<file path="config.mk">
export PLATFORM = sky130hd
export DESIGN_NAME = coin_pulse_conditioner
export DESIGN_NICKNAME = d
export VERILOG_FILES = /design/src/rtl/coin_pkg.sv /design/src/rtl/coin_debounce.sv /design/src/rtl/coin_pulse_conditioner.sv
export SDC_FILE = /design/constraint.sdc
export NUM_CORES = 1
export LEC_CHECK = 0
export ABC_AREA = 1
export BUFFER_PORTS_ARGS = -buffer_cell sky130_fd_sc_hd__buf_2
export CAP_MARGIN = 5
export CORE_MARGIN = 2
export CORE_UTILIZATION = 47
export CTS_CLUSTER_SIZE = 14
export DETAILED_ROUTE_END_ITERATION = 10
export HOLD_SLACK_MARGIN = 0.03
export PLACE_DENSITY = 0.76
export REMOVE_ABC_BUFFERS = 1
export SLEW_MARGIN = 20
export SYNTH_ARGS = -nofsm -noshare
export SYNTH_HDL_FRONTEND = slang
export SYNTH_SLANG_ARGS = --single-unit
</file>
<file path="constraint.sdc">
create_clock -name ck -period 1.65 [get_ports ck]
set_input_delay 0.165 -clock ck [delete_from_list [all_inputs] [get_ports ck]]
set_output_delay 0.165 -clock ck [all_outputs]
set_load 0.05 [all_outputs]
</file>
<file path="src/rtl/coin_pkg.sv">
// Shared types and default parameters for the coin-slot front end.
package coin_pkg;

    typedef enum logic {
        COIN_50  = 1'b0,
        COIN_100 = 1'b1
    } coin_t;

    typedef enum logic [1:0] {
        IDLE = 2'd0,
        FIRE = 2'd1,
        GAP  = 2'd2
    } state_t;

    localparam int unsigned DEBOUNCE_CYCLES_DEFAULT = 4;
    localparam int unsigned GAP_CYCLES_DEFAULT      = 2;
    localparam int unsigned CNT_W_DEFAULT           = 3;

endpackage

</file>
<file path="src/rtl/coin_debounce.sv">
// One coin-slot channel: 2-FF synchronizer, integrating debounce, 0->1 detect.
module coin_debounce
    import coin_pkg::*;
#(
    parameter int unsigned DEBOUNCE_CYCLES = DEBOUNCE_CYCLES_DEFAULT,
    parameter int unsigned CNT_W           = CNT_W_DEFAULT
) (
    input  logic ck,
    input  logic res,
    input  logic sw,
    output logic rise_c
);

    localparam logic [CNT_W-1:0] CNT_LAST = CNT_W'(DEBOUNCE_CYCLES - 1);

    logic             meta;
    logic             s;
    logic             level;
    logic [CNT_W-1:0] cnt;

    always_ff @(posedge ck) begin
        if (res) begin
            meta  <= 1'b0;
            s     <= 1'b0;
            level <= 1'b0;
            cnt   <= '0;
        end else begin
            meta <= sw;
            s    <= meta;
            if (s == level) begin
                cnt <= '0;
            end else if (cnt == CNT_LAST) begin
                level <= ~level;
                cnt   <= '0;
            end else begin
                cnt <= cnt + CNT_W'(1);
            end
        end
    end

    // True on the edge where the debounced level is about to go 0->1.
    assign rise_c = s & ~level & (cnt == CNT_LAST);

endmodule

</file>
<file path="src/rtl/coin_pulse_conditioner.sv">
// Coin-slot front end for vend150: clean, spaced, mutually exclusive c0/c1/reject pulses.
module coin_pulse_conditioner
    import coin_pkg::*;
#(
    parameter int unsigned DEBOUNCE_CYCLES = DEBOUNCE_CYCLES_DEFAULT,
    parameter int unsigned GAP_CYCLES      = GAP_CYCLES_DEFAULT,
    parameter int unsigned CNT_W           = CNT_W_DEFAULT
) (
    input  logic ck,
    input  logic res,
    input  logic sw50,
    input  logic sw100,
    output logic c0,
    output logic c1,
    output logic reject,
    output logic ovf
);

    localparam int unsigned    GAP_W    = (GAP_CYCLES > 1) ? $clog2(GAP_CYCLES) : 1;
    localparam logic [GAP_W-1:0] GAP_LAST = GAP_W'(GAP_CYCLES - 1);

    logic             rise50_c;
    logic             rise100_c;
    logic             jam_c;
    logic             add50_c;
    logic             add100_c;
    logic             slot_c;
    logic             pop_rej_c;
    logic             pop50_c;
    logic             pop100_c;
    logic             fire_c;
    logic             left50_c;
    logic             left100_c;

    logic             pend50;
    logic             pend100;
    logic             rej_pend;
    coin_t            order;
    state_t           state;
    logic [GAP_W-1:0] gap_cnt;

    coin_debounce #(
        .DEBOUNCE_CYCLES (DEBOUNCE_CYCLES),
        .CNT_W           (CNT_W)
    ) u_db50 (
        .ck     (ck),
        .res    (res),
        .sw     (sw50),
        .rise_c (rise50_c)
    );

    coin_debounce #(
        .DEBOUNCE_CYCLES (DEBOUNCE_CYCLES),
        .CNT_W           (CNT_W)
    ) u_db100 (
        .ck     (ck),
        .res    (res),
        .sw     (sw100),
        .rise_c (rise100_c)
    );

    // Pop decision: the last gap cycle behaves like IDLE so spacing is exactly GAP_CYCLES.
    always_comb begin
        jam_c     = rise50_c & rise100_c;
        add50_c   = rise50_c & ~rise100_c;
        add100_c  = rise100_c & ~rise50_c;
        slot_c    = (state == IDLE) || ((state == GAP) && (gap_cnt == GAP_LAST));
        pop_rej_c = slot_c & rej_pend;
        pop50_c   = slot_c & ~rej_pend & pend50 & (~pend100 | (order == COIN_50));
        pop100_c  = slot_c & ~rej_pend & pend100 & (~pend50 | (order == COIN_100));
        fire_c    = pop_rej_c | pop50_c | pop100_c;
        left50_c  = pend50 & ~pop50_c;
        left100_c = pend100 & ~pop100_c;
    end

    always_ff @(posedge ck) begin
        if (res) begin
            state    <= IDLE;
            gap_cnt  <= '0;
            pend50   <= 1'b0;
            pend100  <= 1'b0;
            rej_pend <= 1'b0;
            order    <= COIN_50;
            c0       <= 1'b0;
            c1       <= 1'b0;
            reject   <= 1'b0;
            ovf      <= 1'b0;
        end else begin
            c0       <= pop50_c;
            c1       <= pop100_c;
            reject   <= pop_rej_c;
            rej_pend <= (rej_pend & ~pop_rej_c) | jam_c;
            pend50   <= left50_c | add50_c;
            pend100  <= left100_c | add100_c;
            if ((add50_c & left50_c) | (add100_c & left100_c)) begin
                ovf <= 1'b1;
            end
            // A newly queued coin is the oldest only if the other one is not still waiting.
            if (add50_c & ~left50_c) begin
                order <= left100_c ? COIN_100 : COIN_50;
            end else if (add100_c & ~left100_c) begin
                order <= left50_c ? COIN_50 : COIN_100;
            end
            case (state)
                IDLE: begin
                    if (fire_c) state <= FIRE;
                end
                FIRE: begin
                    state   <= GAP;
                    gap_cnt <= '0;
                end
                GAP: begin
                    if (gap_cnt == GAP_LAST) begin
                        state <= fire_c ? FIRE : IDLE;
                    end else begin
                        gap_cnt <= gap_cnt + GAP_W'(1);
                    end
                end
                default: state <= IDLE;
            endcase
        end
    end

endmodule

</file>
==> results.md, run 1 <==
- Status: complete, no violations
- Leak: around 0.54 nW
- GRT Total Usage: between 10% and 20%
- Footprint of the multi-input gates: 478 um^2
- Layout Nets: between 150 and 200
- Unrepaired setup endpoints after global routing: no
- First-pass GRT wire length: 2.77 mm
- TritonCTS buffer count: 3
- Mapped Cells: ~130
- CP required: between 1.5 and 2 ns
- Crit share post-route: between 90% and 100%
- Antenna fix cells: 0
- Worst VDD drop: ~670 uV
- PwrDens: 934 nW/um^2
- Routed WL: 1.64 mm
- Initial antenna violation count: 0
- Crit-path max cell delay: between 0.3 and 0.4 ns
- CTS root buf: clkbuf_4
- Avg Cell Area, Syn: 7.80 um^2
- Hold Path Class: input port to flip-flop
- Cell mode on critical path: nand2_1
- Wire length per cell: ~9.5 um
- Clock skew: 0.00267 ns
- Crit end category: flip-flop
- P&R area growth vs syn: 12.8%
- Setup CP Type: flip-flop to flip-flop
- Launch point of the worst path: state[0]$_SDFFE_PP0P_
- Clk buf depth: 2
- Initial drt markers: 5
- Final setup fails: 0
- GP Congestion: ~0.86
- Register area share after synthesis: 44.7%
- IO Count: 8
- Slew headroom: 82.9%
- Die Height: 50.8 um
- Synth cell types: 21
- Starting density of the core: 50.9%
- Residual DRC count: 0
- Hold Startpoint: res
- Post-layout min period: ~1.5 ns
- Layout fillers: between 150 and 200
- Largest net degree at the start of global routing: 15
- Share of layout cells above drive strength 1: between 10% and 20%
- Crit-path slowest cell: dfxtp_2
- Detailed placement HPWL: ~1.2 mm
- Critical Path Fanout Max: 5
- # rows: 16
- Vias post-DR: 824
- Synth Cell Area: 1030 um^2
- Worst R2R Start: state[0]$_SDFFE_PP0P_
- Warnings, synthesis: 0
- CTS H-tree depth: 1
- Worst-Skew Late Latency: roughly 0.32 ns
- CP Cell Sequence: inv_1 -> ha_1 -> a21oi_2 -> nor2_2 -> nand2_1 -> nand2_1 -> nand2_1 -> nand3b_1 -> nand2_1 -> nor2_1
- Pins Over Slew Limit: 0
- Fin. Hold Viols: 0
- Number of port buffers: 7
- Clock-pin slew on the worst setup and hold paths: around 0.13 ns
- CP Data Arrival Time: about 1.8 ns
- Final ANT Viol Nets: 0
- Vias per std cell: about 4.8
- Die X: a little over 50 um
- Vias in the first global route: slightly above 700
- DIE AREA: 2580 um^2
- #FFs+latches synth: 23
- Slew @ Worst Pin: roughly 0.26 ns
- Core Region: 2020 um^2
- # clock sinks: 23
- Grt ovf: 0
- Post-Layout Cell Count: ~170
- Fmax: 656 MHz
- Router iterations before antenna repair: 4
- CTS tree: built
- Setup total negative slack: 0 ns
- Startpoint types: flip-flop
- Register area: approximately 460 um^2
- DP Cell Count: about 170
- Max-cap viol count: 0
-- where the power goes --
part	total, mW	internal, mW	switching (mW)
Clock	0.271	0.0926	0.178
Combinational	0.221	0.0897	0.131
Sequential	0.593	0.578	0.0152
-- registers in the layout, indices dropped and copies added, names as in the netlist --
signal	cells
ovf	1
reject	1
u_db50.cnt	3
pend50	1
u_db50.s	1
u_db100.meta	1
u_db50.meta	1
gap_cnt	1
c0	1
u_db100.s	1
rej_pend	1
c1	1
u_db100.cnt	3
order	1
state	2
u_db100.level	1
u_db50.level	1
pend100	1
-- placed cells by master (no fill, tap or decap) --
master | Yosys | layout
nand3_2 | 1 | 1
clkbuf_4 | 0 | 3
a31oi_1 | 2 | 2
ha_1 | 10 | 10
nand4_2 | 1 | 1
nand3_1 | 1 | 1
dfxtp_2 | 0 | 2
o21ai_2 | 1 | 1
a21oi_1 | 8 | 7
inv_1 | 24 | 24
inv_2 | 1 | 1
o21ai_0 | 2 | 2
nor2_2 | 1 | 2
nor3_1 | 1 | 1
nand2_2 | 3 | 3
o21ai_1 | 1 | 1
buf_2 | 0 | 7
dfxtp_1 | 23 | 21
dlygate4sd3_1 | 0 | 2
buf_4 | 0 | 1
clkinvlp_4 | 0 | 1
nand2_4 | 1 | 1
a21oi_2 | 2 | 3
nor2_1 | 22 | 21
nand3b_1 | 1 | 1
nand2_1 | 25 | 25
-- per-stage QoR --
stage / total power [mW] / hold slack, ns / worst slack, ns / area, um^2 / utilization (%)
after floorplan: 0.761 / 0.227 / 0.263 / 1030 / -
after global placement: 0.789 / 0.363 / 0.170 / 1090 / 54.1
after detailed placement: 0.800 / 0.373 / 0.109 / 1090 / 54.1
after CTS: 1.07 / 0.164 / 0.0876 / 1140 / 56.6
after global routing: 1.15 / 0.180 / 0.0314 / 1160 / 57.4
final: 1.09 / 0.163 / 0.126 / 1160 / 57.4
-- worst max-delay path, delay by kind of cell (launching register included) --
kind                     cells  cell delay [ns]
AND/OR/NAND/NOR              7             0.52
flip-flops                   1             0.37
adder cells (fa/ha/maj)      1             0.26
AO/OA/AOI/OAI                1             0.22
buffers and inverters        1             0.07
-- metal layers --
layer	GRT usage [%]	wire length, um	part of all wire (%)
met1	15.1	731	45
met2	26.8	830	51
met3	6.25	65	4.0
met4	4.95	15	0.91
met5	0	0	0
-- cell families after synthesis --
group / count (synthesis) / synth area share, %
compound gates: 16 / 9.11
fa+ha+maj: 10 / 12.2
flops: 23 / 44.7
simple gates: 57 / 24.5
buf+inv: 26 / 9.48
-- layout make-up --
cell class	instances	area share, %
clock buffers	3	1.94
clock inverters	1	0.647
inverters	25	8.08
multi-input cells	83	41.2
flip-flops and latches	23	39.9
well taps	27	2.91
repair buffers	10	5.39
-- final timing paths --
kind / to / slack (ns) / cells after the start
hold reg to reg: u_db50.s$_SDFF_PP0_ / 0.42 / 2
setup / recovery: order$_SDFFE_PP0P_ / 0.13 / 10
setup reg to reg: order$_SDFFE_PP0P_ / 0.13 / 10
hold / removal: state[1]$_SDFFE_PP0P_ / 0.16 / 2
-- Yosys cell counts (all sizes together) --
master  instances  share of area [%]
a21oi          10                5.6
a31oi           2                1.2
clkbuf          1               0.36
dfxtp          23                 45
ha             10                 12
inv            25                9.1
nand2          29                 12
nand3           2                1.5
nand3b          1               0.73
nand4           1                1.2
nor2           23                8.6
nor3            1               0.49
o21ai           4                2.3
-- timing repair --
item                       CTS  global route
gates resized for setup      0             4
hold endpoints to repair     2             0
setup endpoints to repair    0             2
hold buffers                 2             0
setup buffers                0             1
Note: power is estimated with default switching activity, not from simulation.
==> inputs of run 2 (changes only) <==
--- a/config.mk
+++ b/config.mk
@@ -14,7 +14,6 @@
 export DETAILED_ROUTE_END_ITERATION = 10
 export HOLD_SLACK_MARGIN = 0.03
 export PLACE_DENSITY = 0.76
-export REMOVE_ABC_BUFFERS = 1
 export SLEW_MARGIN = 20
 export SYNTH_ARGS = -nofsm -noshare
 export SYNTH_HDL_FRONTEND = slang
==> run 2 against run 1 <==
Design area is 1.2% lower; worst hold slack worse by 0.12 ns; largest cell class unchanged; clock skew is 0.0076 ns higher; utilization is 0.68 points lower; wire length is 4.3% lower; fmax is 2.9% higher; highest routed layer unchanged; clock power hardly changed; total power is 0.32% lower; count of clock-buffer cells in the layout stayed put; critical path depth is 1 lower.
==> results.md, run 2 (synthesis results as in run 1) <==
- Vias in the first global route: 739 (+3.4%)
- DIE AREA: 2580 um^2 (unchanged)
- Routed WL: 1.57 mm (-4.3%)
- Commonest cells after routing, fill and taps aside: 25 x nand2_1, 24 x inv_1, 22 x nor2_1, 21 x dfxtp_1, 9 x ha_1
- Worst r2r dst: state[0]$_SDFFE_PP0P_
- Layout fillers: 208 (+12%)
- PwrDens: 943 nW/um^2 (+0.87%)
- Fmax: 675 MHz (+2.9%)
- Slew headroom: 83.3% (+0.38 points)
- Clock skew: 0.0103 ns (+0.00763 ns)
- Footprint of the multi-input gates: 482 um^2 (+0.79%)
- Biggest registers after layout: u_db100.cnt (3), u_db50.cnt (3), state (2)
- Worst VDD drop: 568 uV (-15%)
- Largest net degree at the start of global routing: 15 (unchanged)
- Residual DRC count: 0 (unchanged)
- Slew @ Worst Pin: 0.250 ns (-0.00573 ns)
- Clk buf depth: 2 (unchanged)
- Unrepaired setup endpoints after global routing: no
- TritonCTS buffer count: 3 (unchanged)
- Worst setup endpoint: state[0]$_SDFFE_PP0P_
- Antenna fix cells: 0 (unchanged)
- Die Height: 50.8 um (unchanged)
- Pins Over Slew Limit: 0 (unchanged)
- Setup CP Type: flip-flop to flip-flop
- Clock-pin slew on the worst setup and hold paths: 0.12 ns (about the same)
- IO Count: 8 (unchanged)
- Crit end category: flip-flop
- Worst R2R Start: state[0]$_SDFFE_PP0P_
- Leak: 0.533 nW (-1.6%)
- Number of port buffers: 7 (unchanged)
- Router iterations before antenna repair: 4 (unchanged)
- R2R cell count: 9 (-1)
- GRT Total Usage: 14.6% (-0.13 points)
- Core Region: 2020 um^2 (unchanged)
- Initial drt markers: 12 (+7)
- Register area: 463 um^2 (unchanged)
- Final setup fails: 0 (unchanged)
- CTS root buf: clkbuf_4
- Initial antenna violation count: 0 (unchanged)
- CTS tree: built
- Layout Nets: 158 (-1.3%)
- Syn nets: approximately 150
- Worst-Skew Late Latency: 0.32 ns (about the same)
- Share of layout cells above drive strength 1: 17.5% (-1.1 points)
- Most common cell after layout, fill and taps aside: nand2_1
- Detailed placement HPWL: 1.23 mm (+0.65%)
- Starting density of the core: 50.9% (unchanged)
- CP required: 1.87 ns (about the same)
- Final ANT Viol Nets: 0 (unchanged)
- Max-cap viol count: 0 (unchanged)
- CTS H-tree depth: 1 (unchanged)
- Crit share post-route: 89.7% (-2.6 points)
- # clock sinks: 23 (unchanged)
- Launch point of the worst path: state[0]$_SDFFE_PP0P_
- Startpoint types: flip-flop
- Vias post-DR: 802 (-2.7%)
- Vias per std cell: 4.72 (-1.5%)
- Hold Path Class: input port to flip-flop
- Wire length per cell: 9.24 um (-3.2%)
- P&R area growth vs syn: 11.4%
- Grt ovf: 0 (unchanged)
- GP Congestion: 0.813 (-5.6%)
- Critical Path Fanout Max: 3 (-2)
- Status: complete, no violations
- Hold slack: 0.0466 ns (-0.117 ns)
- Fin. Hold Viols: 0 (unchanged)
- Post-layout min period: 1.48 ns (-0.0431 ns)
- First-pass GRT wire length: 2.82 mm (+1.5%)
- Postcts setup bufs: 0 (unchanged)
- # rows: 16 (unchanged)
- Die X: 50.8 um (unchanged)
- Setup total negative slack: 0 ns (unchanged)
- Register-to-Register Setup Slack: 0.17 ns (+0.04 ns)
- CP Data Arrival Time: 1.70 ns (-0.05 ns)
==> run 2: cell types whose count changed in the layout (fill, tap and decap cells not counted) <==
cell           before  now
ha_1               10    9
buf_4               1    0
a21oi_1             7    8
nor2_1             21   22
dlygate4sd3_1       2    1
a21oi_2             3    1
ha_2                0    1
nor2_2              2    1
a21oi_4             0    1
==> run 2: repair_timing <==
action                     4_1_cts  5_1_grt
hold buffers                     1        0
hold endpoints to repair         1        0
setup endpoints to repair        0        2
gates resized for setup          0        4
==> run 2: critical path: stages (launching register included) <==
cell,delay [ns]
dfxtp_2,0.35
inv_1,0.09
ha_1,0.27
inv_1,0.09
nand2_2,0.11
nand4_2,0.11
nand3_2,0.12
nand2_2,0.06
a21oi_1,0.13
nor2_1,0.05
==> run 2: where the power goes <==
group	internal [mW]	leakage (nW)	switching, mW
Sequential	0.578	0.187	0.0141
Combinational	0.0820	0.332	0.137
Clock	0.0926	0.0139	0.178
==> run 2: through the flow <==
stage / area, um^2 / power, mW / setup WS, ns / instances / util [%]
final: 1150 / 1.08 / 0.169 / 170 / 56.7
after global routing: 1150 / 1.15 / 0.00768 / 170 / 56.7
after CTS: 1130 / 1.08 / 0.101 / 170 / 56.1
after detailed placement: 1090 / 0.809 / 0.112 / 165 / 54.1
after global placement: 1090 / 0.790 / 0.173 / 165 / 54.1
after floorplan: 1030 / 0.764 / 0.263 / 132 / -
==> run 2: metal layers <==
layer / part of all wire (%) / wire length (um) / track usage, %
met5: 0 / 0 / 0
met4: 2.0 / 31 / 8.11
met3: 3.8 / 59 / 3.57
met2: 50 / 791 / 26.3
met1: 44 / 689 / 15.5
==> run 2: how the worst min path moves through the flow <==
| stage | startpoint | end | slack (ns) | cells past startpoint |
|---|---|---|---|---|
| finish | sw50 | u_db50.meta$_SDFF_PP0_ | 0.05 | 3 |
| global route | sw50 | u_db50.meta$_SDFF_PP0_ | 0.04 | 3 |
| CTS | sw50 | u_db50.meta$_SDFF_PP0_ | 0.04 | 3 |
| detailed placement | sw100 | u_db100.meta$_SDFF_PP0_ | 0.38 | 3 |
| global placement | sw100 | u_db100.meta$_SDFF_PP0_ | 0.36 | 3 |
| floorplan | res | state[1]$_SDFFE_PP0P_ | 0.23 | 1 |
==> run 2: cell type report <==
cell class / instances / area share (%)
repair buffers: 8 / 3.93
multi-input cells: 83 / 42.0
clock inverters: 1 / 0.654
flip-flops and latches: 23 / 40.3
clock buffers: 3 / 1.96
well taps: 27 / 2.94
inverters: 25 / 8.18
